File: src/rtl/mem_op_pkg.sv
// Shared types, opcode constants and control-word decode
// for the load/store sequencing controller.
package mem_op_pkg;

  typedef enum logic [3:0] {
    S_IDLE, S_T0, S_T1, S_T2, S_T3, S_T4,
    S_T5, S_T6, S_T7, S_DONE, S_FAULT
  } state_t;

  typedef enum logic [1:0] {
    K_LD, K_LDI, K_ST, K_ILL
  } kind_t;

  localparam int OPC_LD  = 0;
  localparam int OPC_LDI = 1;
  localparam int OPC_ST  = 2;

  localparam logic [1:0] MDR_BUS = 2'b00;
  localparam logic [1:0] MDR_MEM = 2'b01;
  localparam logic [1:0] MDR_IMM = 2'b10;

  localparam logic [3:0] ALU_ADD = 4'd2;

  typedef struct packed {
    logic pc_out, pc_in, inc_pc, mar_in;
    logic mdr_in, mdr_out, read, write;
    logic ir_in, y_in, zlow_in, zlow_out;
    logic gra, grb, r_in, r_out;
    logic ba_out, c_out;
    logic [1:0] mdr_read;
    logic [3:0] alu_op;
    logic busy, done, illegal, fault;
  } ctl_t;

  function automatic ctl_t ctl_decode(
    input state_t s,
    input kind_t  k,
    input logic   first
  );
    ctl_t c;
    c = '0;
    c.busy = (s != S_IDLE) && (s != S_FAULT);
    unique case (s)
      S_T0: begin
        c.pc_out  = 1'b1;
        c.mar_in  = 1'b1;
        c.inc_pc  = 1'b1;
        c.zlow_in = 1'b1;
      end
      S_T1: begin
        c.zlow_out = 1'b1;
        c.pc_in    = first;
        c.read     = 1'b1;
        c.mdr_in   = 1'b1;
        c.mdr_read = MDR_MEM;
      end
      S_T2: begin
        c.mdr_out = 1'b1;
        c.ir_in   = 1'b1;
      end
      S_T3: begin
        c.grb    = 1'b1;
        c.ba_out = 1'b1;
        c.y_in   = 1'b1;
      end
      S_T4: begin
        c.c_out   = 1'b1;
        c.alu_op  = ALU_ADD;
        c.zlow_in = 1'b1;
      end
      S_T5: begin
        c.zlow_out = 1'b1;
        c.gra      = (k == K_LDI);
        c.r_in     = (k == K_LDI);
        c.mar_in   = (k != K_LDI);
      end
      S_T6: begin
        c.mdr_in = 1'b1;
        if (k == K_ST) begin
          c.gra      = 1'b1;
          c.r_out    = 1'b1;
          c.mdr_read = MDR_BUS;
        end else begin
          c.read     = 1'b1;
          c.mdr_read = MDR_MEM;
        end
      end
      S_T7: begin
        c.write   = (k == K_ST);
        c.mdr_out = (k != K_ST);
        c.gra     = (k != K_ST);
        c.r_in    = (k != K_ST);
      end
      S_DONE: begin
        c.done    = 1'b1;
        c.illegal = (k == K_ILL);
      end
      S_FAULT: c.fault = 1'b1;
      default: c.busy = 1'b0;
    endcase
    return c;
  endfunction

endpackage

File: src/rtl/mem_wait_timer.sv
// Counts memory wait cycles; expired flags the cycle
// on which one more miss would reach WAIT_MAX.
module mem_wait_timer
  import mem_op_pkg::*;
#(
  parameter int WAIT_MAX = 15
) (
  input  logic clk,
  input  logic reset,
  input  logic clear,
  input  logic enable,
  output logic expired
);

  localparam int CW = $clog2(WAIT_MAX + 1);

  logic [CW-1:0] cnt;

  always_ff @(posedge clk) begin
    if (!reset) begin
      cnt <= '0;
    end else if (clear) begin
      cnt <= '0;
    end else if (enable) begin
      cnt <= cnt + CW'(1);
    end
  end

  assign expired = (cnt == CW'(WAIT_MAX - 1));

endmodule

File: src/rtl/mem_op_control.sv
// Load/store instruction sequencer: T0..T7 microsteps
// with memory wait handling and a sticky timeout fault.
module mem_op_control
  import mem_op_pkg::*;
#(
  parameter int DATA_W   = 32,
  parameter int OPC_W    = 5,
  parameter int WAIT_MAX = 15
) (
  input  logic              clk,
  input  logic              reset,
  input  logic              start,
  input  logic [DATA_W-1:0] ir,
  input  logic              mem_ready,
  output logic              PCout,
  output logic              PCin,
  output logic              IncPC,
  output logic              MARin,
  output logic              MDRin,
  output logic              MDRout,
  output logic              read,
  output logic              write,
  output logic              IRin,
  output logic              Yin,
  output logic              Zlowin,
  output logic              Zlowout,
  output logic              Gra,
  output logic              Grb,
  output logic              Grc,
  output logic              Rin,
  output logic              Rout,
  output logic              BAout,
  output logic              Cout,
  output logic [1:0]        mdr_read,
  output logic [3:0]        alu_op,
  output logic              busy,
  output logic              done,
  output logic              illegal,
  output logic              fault
);

  localparam logic [OPC_W-1:0] OP_LD  = OPC_W'(OPC_LD);
  localparam logic [OPC_W-1:0] OP_LDI = OPC_W'(OPC_LDI);
  localparam logic [OPC_W-1:0] OP_ST  = OPC_W'(OPC_ST);

  state_t state, state_d;
  kind_t  kind, kind_d;
  ctl_t   ctl_q;

  logic             first_d;
  logic             in_wait;
  logic             wt_clear;
  logic             wt_en;
  logic             expired;
  logic [OPC_W-1:0] opc;
  logic             unused_ir;

  assign opc       = ir[DATA_W-1 -: OPC_W];
  assign unused_ir = ^ir[DATA_W-OPC_W-1:0];

  assign in_wait = (state == S_T1)
                || (state == S_T6 && kind == K_LD)
                || (state == S_T7 && kind == K_ST);
  assign wt_clear = !in_wait;
  assign wt_en    = in_wait && !mem_ready;

  mem_wait_timer #(
    .WAIT_MAX(WAIT_MAX)
  ) u_timer (
    .clk    (clk),
    .reset  (reset),
    .clear  (wt_clear),
    .enable (wt_en),
    .expired(expired)
  );

  always_comb begin
    state_d = state;
    kind_d  = kind;
    unique case (state)
      S_IDLE: if (start) state_d = S_T0;
      S_T0:   state_d = S_T1;
      S_T1: begin
        if (mem_ready)    state_d = S_T2;
        else if (expired) state_d = S_FAULT;
      end
      S_T2: state_d = S_T3;
      S_T3: begin
        unique case (1'b1)
          (opc == OP_LD): begin
            kind_d  = K_LD;
            state_d = S_T4;
          end
          (opc == OP_LDI): begin
            kind_d  = K_LDI;
            state_d = S_T4;
          end
          (opc == OP_ST): begin
            kind_d  = K_ST;
            state_d = S_T4;
          end
          default: begin
            kind_d  = K_ILL;
            state_d = S_DONE;
          end
        endcase
      end
      S_T4: state_d = S_T5;
      S_T5: state_d = (kind == K_LDI) ? S_DONE : S_T6;
      S_T6: begin
        if (kind == K_ST)  state_d = S_T7;
        else if (mem_ready) state_d = S_T7;
        else if (expired)   state_d = S_FAULT;
      end
      S_T7: begin
        if (kind == K_LD)   state_d = S_DONE;
        else if (mem_ready) state_d = S_DONE;
        else if (expired)   state_d = S_FAULT;
      end
      S_DONE:  state_d = S_IDLE;
      S_FAULT: state_d = S_FAULT;
      default: state_d = S_IDLE;
    endcase
  end

  // PCin only on the first cycle of the fetch wait
  assign first_d = (state_d == S_T1) && (state != S_T1);

  always_ff @(posedge clk) begin
    if (!reset) begin
      state <= S_IDLE;
      kind  <= K_LD;
      ctl_q <= '0;
    end else begin
      state <= state_d;
      kind  <= kind_d;
      ctl_q <= ctl_decode(state_d, kind_d, first_d);
    end
  end

  assign PCout    = ctl_q.pc_out;
  assign PCin     = ctl_q.pc_in;
  assign IncPC    = ctl_q.inc_pc;
  assign MARin    = ctl_q.mar_in;
  assign MDRin    = ctl_q.mdr_in;
  assign MDRout   = ctl_q.mdr_out;
  assign read     = ctl_q.read;
  assign write    = ctl_q.write;
  assign IRin     = ctl_q.ir_in;
  assign Yin      = ctl_q.y_in;
  assign Zlowin   = ctl_q.zlow_in;
  assign Zlowout  = ctl_q.zlow_out;
  assign Gra      = ctl_q.gra;
  assign Grb      = ctl_q.grb;
  assign Grc      = 1'b0;
  assign Rin      = ctl_q.r_in;
  assign Rout     = ctl_q.r_out;
  assign BAout    = ctl_q.ba_out;
  assign Cout     = ctl_q.c_out;
  assign mdr_read = ctl_q.mdr_read;
  assign alu_op   = ctl_q.alu_op;
  assign busy     = ctl_q.busy;
  assign done     = ctl_q.done;
  assign illegal  = ctl_q.illegal;
  assign fault    = ctl_q.fault;

endmodule

File: config.mk
export PLATFORM = sky130hd
export DESIGN_NAME = mem_op_control
export DESIGN_NICKNAME = d
export VERILOG_FILES = /design/src/rtl/mem_op_pkg.sv /design/src/rtl/mem_wait_timer.sv /design/src/rtl/mem_op_control.sv
export SDC_FILE = /design/constraint.sdc
export NUM_CORES = 1
export LEC_CHECK = 0
export CAP_MARGIN = 20
export CORE_MARGIN = 2
export CORE_UTILIZATION = 38
export DETAILED_ROUTE_END_ITERATION = 7
export PLACE_DENSITY = 0.76
export SETUP_SLACK_MARGIN = 0.05
export SLEW_MARGIN = 30
export SYNTH_ARGS = -nofsm -noshare
export SYNTH_HDL_FRONTEND = slang
export SYNTH_SLANG_ARGS = --single-unit
File: constraint.sdc
create_clock -name clk -period 2 [get_ports clk]
set_input_delay 0.4 -clock clk [delete_from_list [all_inputs] [get_ports clk]]
set_output_delay 0.4 -clock clk [all_outputs]
set_load 0.1 [all_outputs]
# Yosys cells after proc, flatten, opt, wreduce, memory -nomap -nowiden
# Cells that the tools add are included.
op_classes:
  n_mux: 31
  n_eq_ne: 31
  n_reduce_logical: 23
  add_sub_neg: 1
ops:
  columns: ["cell", "count"]
  rows:
  - ["$pmux 4 s10", 1]
  - ["$mux 4", 9]
  - ["$eq 4x3->1 const B", 8]
  - ["$eq 4x4->1 const B", 6]
  - ["$eq 4x2->1 const B", 4]
  - ["$reduce_and 2->1", 6]
  - ["$mux 1", 11]
  - ["$pmux 1 s2", 5]
  - ["$reduce_or 10->1", 1]
  - ["$eq 4x1->1 const B", 2]
  - ["$eq 2x2->1 const B", 3]
  - ["$mux 2", 3]
  - ["$pmux 2 s3", 1]
  - ["$reduce_or 2->1", 3]
  - ["$eq 5x1->1 const B", 1]
  - ["$eq 5x2->1 const B", 1]
  - ["$logic_and 1x1->1", 5]
  - ["$logic_not 5->1", 1]
  - ["$add 4x1->4 const B", 1]
  - ["$eq 2x1->1 const B", 2]
  - ["$logic_not 4->1", 1]
  - ["$ne 4x2->1 const B", 1]
  - ["$ne 4x4->1 const B", 1]
  - ["$reduce_bool 4->1", 1]
  - ["other kinds (7)", 8]
word_totals:
  output_inout_bits: 29
  reg_bits: 35

# Logic depth before layout (Yosys ltp)
# Gate-level depths: netlist of the first run.
depth:
  ltp_word: 8
  mapped_depth: 8
  ltp_nobuf: 8

# Cells and area by module
# From an unflattened synthesis of the first run, not the netlist that was laid out.
unflattened:
  hier_cells: 157
  hier_area_um2: 1475.2
modules_own_cells:
  columns: ["mod", "seq_area_each_um2", "area_each_um2", "cells_per_inst", "n_inst"]
  rows:
  - ["mem_op_control", 500.5, 1275.0, 137, 1]
  - ["mem_wait_timer", 80.1, 200.2, 20, 1]

# Worst setup path before layout of the first run
# No wires, ideal clock.
synth_path:
  kind: "register to register"
  start: "reg u_timer.cnt[0]"
  end: "reg ctl_q (netlist bit Rin)"
  required_time_ns: 1.933
  setup_slack_ns: -0.046
  arrival_time_ns: 1.979
  stages_incl_launch_ff: 9
  setup_time_ns: 0.067
  path_buffers: 1
  path_cell_list: "dfxtp_1 > inv_1 > ha_1 > and3_2 > o22a_2 > or2_1 > buf_2 > or4_4 > o21ai_2"
synth_between:
  elab_chain_len: 7
  elab_cells_between_ends: 11
  cone_classes: "eq/ne: 3; mux: 8"
synth_lines:
  columns: ["item", "line", "source"]
  rows:
  - ["start: declaration", "mem_wait_timer.sv:17", "logic [CW-1:0] cnt;"]
  - ["start signal: assignment", "mem_wait_timer.sv:25", "cnt <= cnt + CW'(1);"]
  - ["$eq 4x4->1 (*)", "mem_wait_timer.sv:29", "assign expired = (cnt == CW'(WAIT_MAX - 1));"]
  - ["$mux 4 (*)", "mem_op_control.sv:85, mem_op_control.sv:113, mem_op_control.sv:118", null]
  - ["$mux 4, on equally long branches", "mem_op_control.sv:117, mem_op_control.sv:112", null]
  - ["$mux 4, on equally long branches", "mem_op_control.sv:116, mem_op_control.sv:111", null]
  - ["$pmux 4 s10 (*)", "mem_op_control.sv:80", "unique case (state)"]
  - ["$eq 4x4->1 or $eq 4x3->1 (tied branches)", "mem_op_pkg.sv:43", "unique case (s)"]
  - ["$pmux 1 s2 (*)", "mem_op_pkg.sv:43", null]
  - ["end signal: assignment", "mem_op_control.sv:137", "ctl_q <= ctl_decode(state_d, kind_d, first_d);"]
  - ["end: declaration", "mem_op_control.sv:48", "ctl_t ctl_q;"]
# Every way passes the cells marked *; elsewhere a longest branch is shown, timed or not.
# A chain may end at the register's enable or synchronous reset.

# Worst setup path in the final report of the first run
# Same ends and word-level chain as after synthesis.

==> flow_summary.json, run 1 <==
{
  "setup_tns_ns": 0,
  "leakage_nw": 0.995,
  "yosys.area_share.simple_pct": 28.3,
  "post_route_cells_drive_above_1_share_pct": 43.7,
  "synthXorXnorAreaFrac_pct": 2.29,
  "dpl.hpwl_um": 2460,
  "groute.usage.overall_pct": 15.4,
  "cp-startpoint": "u_timer.cnt[0]",
  "largest_net_degree_at_the_start_of_global_routing": 13,
  "r2r_slack_ns": 0.09,
  "worst_setup_path_type": "reg -> reg",
  "tritoncts_num_sinks": 29,
  "cts_inserted_buffers": 5,
  "die_h_um": 67.4,
  "num_antenna_cells": 0,
  "drc_errors": 0,
  "top_level_ports": 65,
  "area_share_of_fa_ha_maj_cells_after_synthesis_pct": 1.64,
  "critical-path-max-stage-delay_ns": 0.52,
  "synth_top_family_by_area": "simple AND/OR/NAND/NOR gates",
  "synth.lib_cells_used.distinct": 55,
  "root_buffer": "sky130_fd_sc_hd__clkbuf_8",
  "synth_flop_cell": "sky130_fd_sc_hd__dfxtp_1",
  "synth_seq_area_share_pct": 38.0,
  "syn2layout_area_growth_pct": 45.0,
  "rows": 23,
  "synth.ff_latch_count": 29,
  "worst_setup_hold_path_clk_slew_ns": 0.06,
  "nets": 266,
  "synth.mux.area_fraction_pct": 0.655,
  "crit_arrival_ns": 2.12,
  "place_congestion": 0.876,
  "cells_on_worst_reg2reg_path": 7,
  "cts_max_level": 2,
  "grt_antenna_before_repair": 0,
  "finalClockSkew_ns": 0.00930,
  "finalSetupViolCount": 0,
  "worst_setup_path_end": "Rin",
  "maxSlewViolCount": 0,
  "crit_required_ns": 2.21,
  "largestRegisters": "state x4, u_timer.cnt x4, kind x2",
  "netlist.top_cell.by_area": "sky130_fd_sc_hd__dfxtp_1",
  "detail_route.iter0.violations": 106,
  "rsz0062_at_grt": "true",
  "synth.top_cell.area_share_pct": 38.0,
  "synth-edff-count": 0,
  "initial_utilization_pct": 38.7,
  "critical-path-slowest-cell": "sky130_fd_sc_hd__or4_4",
  "ctsLongestPathBuffers": 2,
  "count_of_vias_placed_by_the_detailed_router": 1413,
  "maxClockFrequency_mhz": 523,
  "antenna_violating_nets_post_route": 0,
  "die-width_um": 67.4,
  "seqCellArea_sq_um": 586,
  "synthesis.area_per_instance_sq_um": 8.99,
  "coreArea_sq_um": 3940,
  "grt_pass1_vias": 1248,
  "critical_path.max_fanout": 4,
  "post_dr_vias_cell": 5.06,
  "area_contributors_post_synth": "sky130_fd_sc_hd__dfxtp_1 38%, sky130_fd_sc_hd__buf_4 5.4%, sky130_fd_sc_hd__nor2_1 4.9%",
  "synth_common_cells": "29 x sky130_fd_sc_hd__dfxtp_1, 20 x sky130_fd_sc_hd__nor2_1, 11 x sky130_fd_sc_hd__buf_4",
  "avgRoutedWirePerCell_um": 13.5,
  "global_route_wire_length_before_repair_um": 5310,
  "synth_most_common_cell": "sky130_fd_sc_hd__dfxtp_1",
  "hold_viol": 0,
  "synth-compound-area-share_pct": 16.1,
  "crit_path_cell_trace": "inv_1 -> ha_2 -> and3_4 -> o22a_2 -> or2_4 -> or4_4 -> o21ai_2",
  "dr.pass1.iters": 4,
  "clk-insertion-delay-late_ns": 0.28,
  "vdd_ir_drop_max_mv": 0.532,
  "post-route-period-util_pct": 95.5,
  "result_of_the_run": "completed",
  "regToRegStartpoint": "u_timer.cnt[0]",
  "maxCapViolations": 0,
  "fill_cells": 356,
  "gr-total-overflow": 0,
  "multi_input_area_sq_um": 880,
  "cellPowerDensity_nw_per_um2": 1300,
  "timing.critical_path.from_type": "flop",
  "final_power_w": 0.00287,
  "fin_crit_ns": 1.91,
  "holdCritPathClass": "reg -> reg",
  "asyncSetResetFlopFracSynth_pct": 0,
  "yosys_warnings": 0,
  "port-buffer-count": 32,
  "mappedNetlistArea_sq_um": 1530,
  "synthCells": 170,
  "tritoncts_clock_tree": "built",
  "routed_wirelength_um": 3750,
  "r2r-end": "Rin",
  "crit_path_end_kind": "flop",
  "design.die.area_sq_um": 4540
}
-- critical path: cells and delay by family (launching register included) --
kind                     cells  cell delay (ns)
AO/OA/AOI/OAI                2             0.32
flip-flops                   1             0.35
AND/OR/NAND/NOR              3             0.95
adder cells (fa/ha/maj)      1             0.18
buffers and inverters        1             0.05
-- kinds of logic (layout without fill, tap and decap cells) --
logic type,after synthesis,count (layout)
adders and majority gates,2,2
DFF,29,29
buffers and inverters,26,81
AOI/OAI and AO/OA,32,32
and+or+nand+nor,75,75
xor gates and xnor gates,4,4
muxes,1,1
other,1,5
-- power by group --
part / switching [W] / internal (W)
clock network: 0.000205 / 0.000240
logic: 0.00114 / 0.000569
registers: 0.0000422 / 0.000670
total: 0.00139 / 0.00148
-- timing repair --
item                                    CTS  global route
hold buffers                              0             0
hold endpoints to repair                  0             0
buffers inserted                          1             4
pin swaps                                 5            12
gates resized for setup                   7            28
endpoints found under the setup margin   12            17
-- how the worst min path moves through the flow --
stage | startpoint | end | slack [ns] | cells after the start
after floorplan | u_timer.cnt[0] | u_timer.cnt[0] | 0.49 | 2
after global placement | u_timer.cnt[0] | u_timer.cnt[0] | 0.51 | 2
after detailed placement | u_timer.cnt[0] | u_timer.cnt[0] | 0.52 | 2
after CTS | u_timer.cnt[0] | u_timer.cnt[0] | 0.53 | 2
after global routing | u_timer.cnt[0] | u_timer.cnt[0] | 0.56 | 2
final | u_timer.cnt[0] | u_timer.cnt[0] | 0.53 | 2
-- metrics by stage --
step | std cells | util (%) | hold WS [ns] | setup slack, ns | instance area, sq um
final | 279 | 56.2 | 0.526 | 0.0895 | 2220
after global routing | 279 | 56.2 | 0.560 | 0.0229 | 2220
after CTS | 275 | 52.3 | 0.533 | 0.0520 | 2060
after detailed placement | 266 | 49.6 | 0.517 | -0.342 | 1950
after global placement | 266 | 49.6 | 0.513 | -0.316 | 1950
after floorplan | 174 | - | 0.492 | 0.0643 | 1560
-- layout by cell type, fill, tap and decap left out, drive strengths merged, types with 2 or more instances in the layout --
master,instances
dlymetal6s2s,4
nor2b,4
clkinv,2
conb,5
nor4,3
xor2,2
clkdlybuf4s50,3
inv,5
and2b,2
a21oi,4
nor2,20
nor3,9
o32ai,2
ha,2
a31o,2
a211oi,3
xnor2,2
o22ai,2
and3,4
dfxtp,29
nand2,8
a31oi,3
and2,5
nand2b,5
buf,60
o211ai,2
or2,4
clkbuf,6
o21ai,7
-- layout make-up --
class | instances | share of cell area (%)
Multi-Input combinational cell | 119 | 39.7
Inverter | 5 | 0.847
Clock buffer | 6 | 3.27
Clock inverter | 2 | 0.452
Timing Repair Buffer | 68 | 26.5
Sequential cell | 29 | 26.4
Tap cell | 50 | 2.82
-- per-layer routing --
| layer | share of wire [%] | track usage [%] | vias up |
|---|---|---|---|
| met3 | 5.7 | 4.67 | 9 |
| met1 | 42 | 18.3 | 663 |
| met5 | 0 | 0 | - |
| li1 | - | - | 691 |
| met2 | 51 | 26.2 | 50 |
| met4 | 1.7 | 5.10 | 0 |
No activity file was read; power rests on OpenSTA's default activity.
==> inputs of run 2 (changes only) <==
--- a/config.mk
+++ b/config.mk
@@ -10,6 +10,7 @@
 export CORE_UTILIZATION = 38
 export DETAILED_ROUTE_END_ITERATION = 7
 export PLACE_DENSITY = 0.76
+export REMOVE_ABC_BUFFERS = 1
 export SETUP_SLACK_MARGIN = 0.05
 export SLEW_MARGIN = 30
 export SYNTH_ARGS = -nofsm -noshare
==> run 2 against run 1 <==
- sequential cell count unchanged
- routed wire length up 1.8%
- sequential share of layout area fell by 0.85 points
- hold slack improved by 0.017 ns
- largest power group unchanged
- largest cell class unchanged
- non-clock buffer count rose by 7
- global-route usage increased by 1.2 points
- die area unchanged
- final area is 3.6% higher
==> flow_summary.json, run 2 (same netlist as run 1, synthesis figures left out) <==
{
  "post_dr_vias_cell": 5.00,
  "result_of_the_run": "completed",
  "critical-path-max-stage-delay_ns": 0.40,
  "rows": 23,
  "fin_crit_ns": 1.94,
  "num_antenna_cells": 0,
  "setup_tns_ns": 0,
  "most_common_cell_after_layout_fill_and_taps_aside": "sky130_fd_sc_hd__buf_4",
  "groute.usage.overall_pct": 16.5,
  "maxCapViolations": 0,
  "crit_path_end_kind": "flop",
  "crit_required_ns": 2.23,
  "crit_path_cell_trace": "buf_6 -> nand3b_1 -> o32a_4 -> o211ai_4 -> buf_6 -> mux2i_1 -> nand4_1 -> nand2_1",
  "crit_family": "compound AO/OA/AOI/OAI gates",
  "hold_viol": 0,
  "layout.core_utilization_pct": 58.2,
  "design.die.area_sq_um": 4540,
  "leakage_nw": 1.04,
  "timing.hold.ws_ns": 0.543,
  "vdd_ir_drop_max_mv": 0.664,
  "timing.critical_path.from_type": "flop",
  "cellPowerDensity_nw_per_um2": 1270,
  "internal_power_w": 0.00151,
  "tritoncts_clock_tree": "built",
  "gr-total-overflow": 0,
  "fill_cells": 318,
  "post_route_cells_drive_above_1_share_pct": 47.5,
  "postLayoutCellArea_sq_um": 2290,
  "coreArea_sq_um": 3940,
  "seqCellArea_sq_um": 587,
  "largest_net_degree_at_the_start_of_global_routing": 14,
  "root_buffer": "sky130_fd_sc_hd__clkbuf_8",
  "power_frac_clock_pct": 15.8,
  "postPlaceCellArea_sq_um": 1920,
  "multi_input_area_sq_um": 910,
  "pwr-share-seq_pct": 24.6,
  "global_route_wire_length_before_repair_um": 5590,
  "final_power_w": 0.00291,
  "dpl.hpwl_um": 2580,
  "drc_errors": 0,
  "place_congestion": 0.835,
  "grt_antenna_before_repair": 0,
  "holdCritPathClass": "reg -> reg",
  "largestRegisters": "state x4, u_timer.cnt x4, kind x2",
  "critical_path.max_fanout": 8,
  "crit_arrival_ns": 2.17,
  "die_h_um": 67.4,
  "detail_route.iter0.violations": 94,
  "clk-insertion-delay-late_ns": 0.28,
  "most-common-layout-cells": "59 x sky130_fd_sc_hd__buf_4, 24 x sky130_fd_sc_hd__dfxtp_1, 16 x sky130_fd_sc_hd__nor2_1",
  "net_switching_share_of_the_total_power_pct": 48.3,
  "cts_inserted_buffers": 5,
  "avgRoutedWirePerCell_um": 13.4,
  "total_switching_power_w": 0.00141,
  "nets": 273,
  "maxSlewViolCount": 0,
  "path_common_cell": "sky130_fd_sc_hd__buf_6",
  "cts_max_level": 2,
  "die-width_um": 67.4,
  "worst_setup_path_type": "reg -> reg",
  "finalClockSkew_ns": 0.00902,
  "maxClockFrequency_mhz": 516,
  "grt_pass1_vias": 1230,
  "critical-path-slowest-cell": "sky130_fd_sc_hd__o32a_4",
  "dr.pass1.iters": 4,
  "port-buffer-count": 32,
  "syn2layout_area_growth_pct": 50.2,
  "rsz0062_at_grt": "true",
  "path_buf_inv": 2,
  "comb_power_share_pct": 59.6,
  "routed_wirelength_um": 3820,
  "antenna_violating_nets_post_route": 0,
  "finalSetupViolCount": 0,
  "ctsLongestPathBuffers": 2,
  "top_level_ports": 65,
  "worst_setup_hold_path_clk_slew_ns": 0.06,
  "tritoncts_num_sinks": 29,
  "post-route-period-util_pct": 96.9,
  "initial_utilization_pct": 38.7,
  "count_of_vias_placed_by_the_detailed_router": 1431
}
run 2: changes by cell type in the layout (fill, tap and decap cells not counted), moves of 2 or more:
cell / previous run / this run
sky130_fd_sc_hd__buf_4: 53 / 59
sky130_fd_sc_hd__buf_6: 4 / 7
sky130_fd_sc_hd__nor2_1: 18 / 16
sky130_fd_sc_hd__nor3_2: 4 / 2
sky130_fd_sc_hd__nor4_1: 1 / 3
run 2: through the flow:
stage,instances,setup slack [ns]
after detailed placement,266,-0.369
after global routing,286,-0.0375
after floorplan,153,-0.597
after CTS,275,0.0518
final,286,0.0613
after global placement,266,-0.398
run 2: routing by layer:
layer  part of all wire [%]  vias to the layer above  GRT usage (%)
met4                    2.9                        0           7.40
met5                      0                        -              0
met1                     44                      672           19.6
met3                    4.1                       14           4.67
met2                     49                       37           27.7
li1                       -                      708              -
run 2: what timing repair did:
| action | 4_1_cts | 5_1_grt |
|---|---|---|
| resized for setup | 14 | 30 |
| setup buffers | 1 | 12 |
| setup endpoints to repair | 13 | 19 |
| pin swaps | 4 | 17 |
| hold buffers | 0 | 0 |
run 2: cell type report:
cell class,count,share of cell area [%]
Multi-Input combinational cell,119,39.6
Clock buffer,5,3.00
Inverter,5,0.818
Timing Repair Buffer,75,27.5
Sequential cell,29,25.6
Tap cell,50,2.73
Clock inverter,3,0.763
run 2: final timing paths:
kind / end / cells after the start / slack [ns] / start
worst max register to register: Gra / 8 / 0.06 / state[3]
worst min register to register: kind[1] / 2 / 0.54 / kind[1]
worst max-delay path: Gra / 8 / 0.06 / state[3]
worst min-delay path: kind[1] / 2 / 0.54 / kind[1]
run 2: worst register-to-register path, delay by kind of cell, from the launching register on:
kind            cells  cell delay, ns
compound gates      2            0.66
buf+inv             2            0.30
flops               1            0.32
mux                 1            0.19
simple gates        3            0.40
run 2: power by group through the flow:
stage               combinational, W  clock [W]  sequential (W)
finish                       0.00173   0.000460        0.000717
global route                 0.00181   0.000498        0.000728
CTS                          0.00154   0.000473        0.000712
detailed placement           0.00148          0        0.000723
global placement             0.00146          0        0.000718
floorplan                   0.000411          0         0.00134
==> inputs of run 3 (changes only) <==
--- a/config.mk
+++ b/config.mk
@@ -5,7 +5,8 @@
 export SDC_FILE = /design/constraint.sdc
 export NUM_CORES = 1
 export LEC_CHECK = 0
-export CAP_MARGIN = 20
+export ABC_CLOCK_PERIOD_IN_PS = 2000
+export CAP_MARGIN = 40
 export CORE_MARGIN = 2
 export CORE_UTILIZATION = 38
 export DETAILED_ROUTE_END_ITERATION = 7
==> results of run 3 <==
Final layout, timing and power as in run 2 (identical DEF).
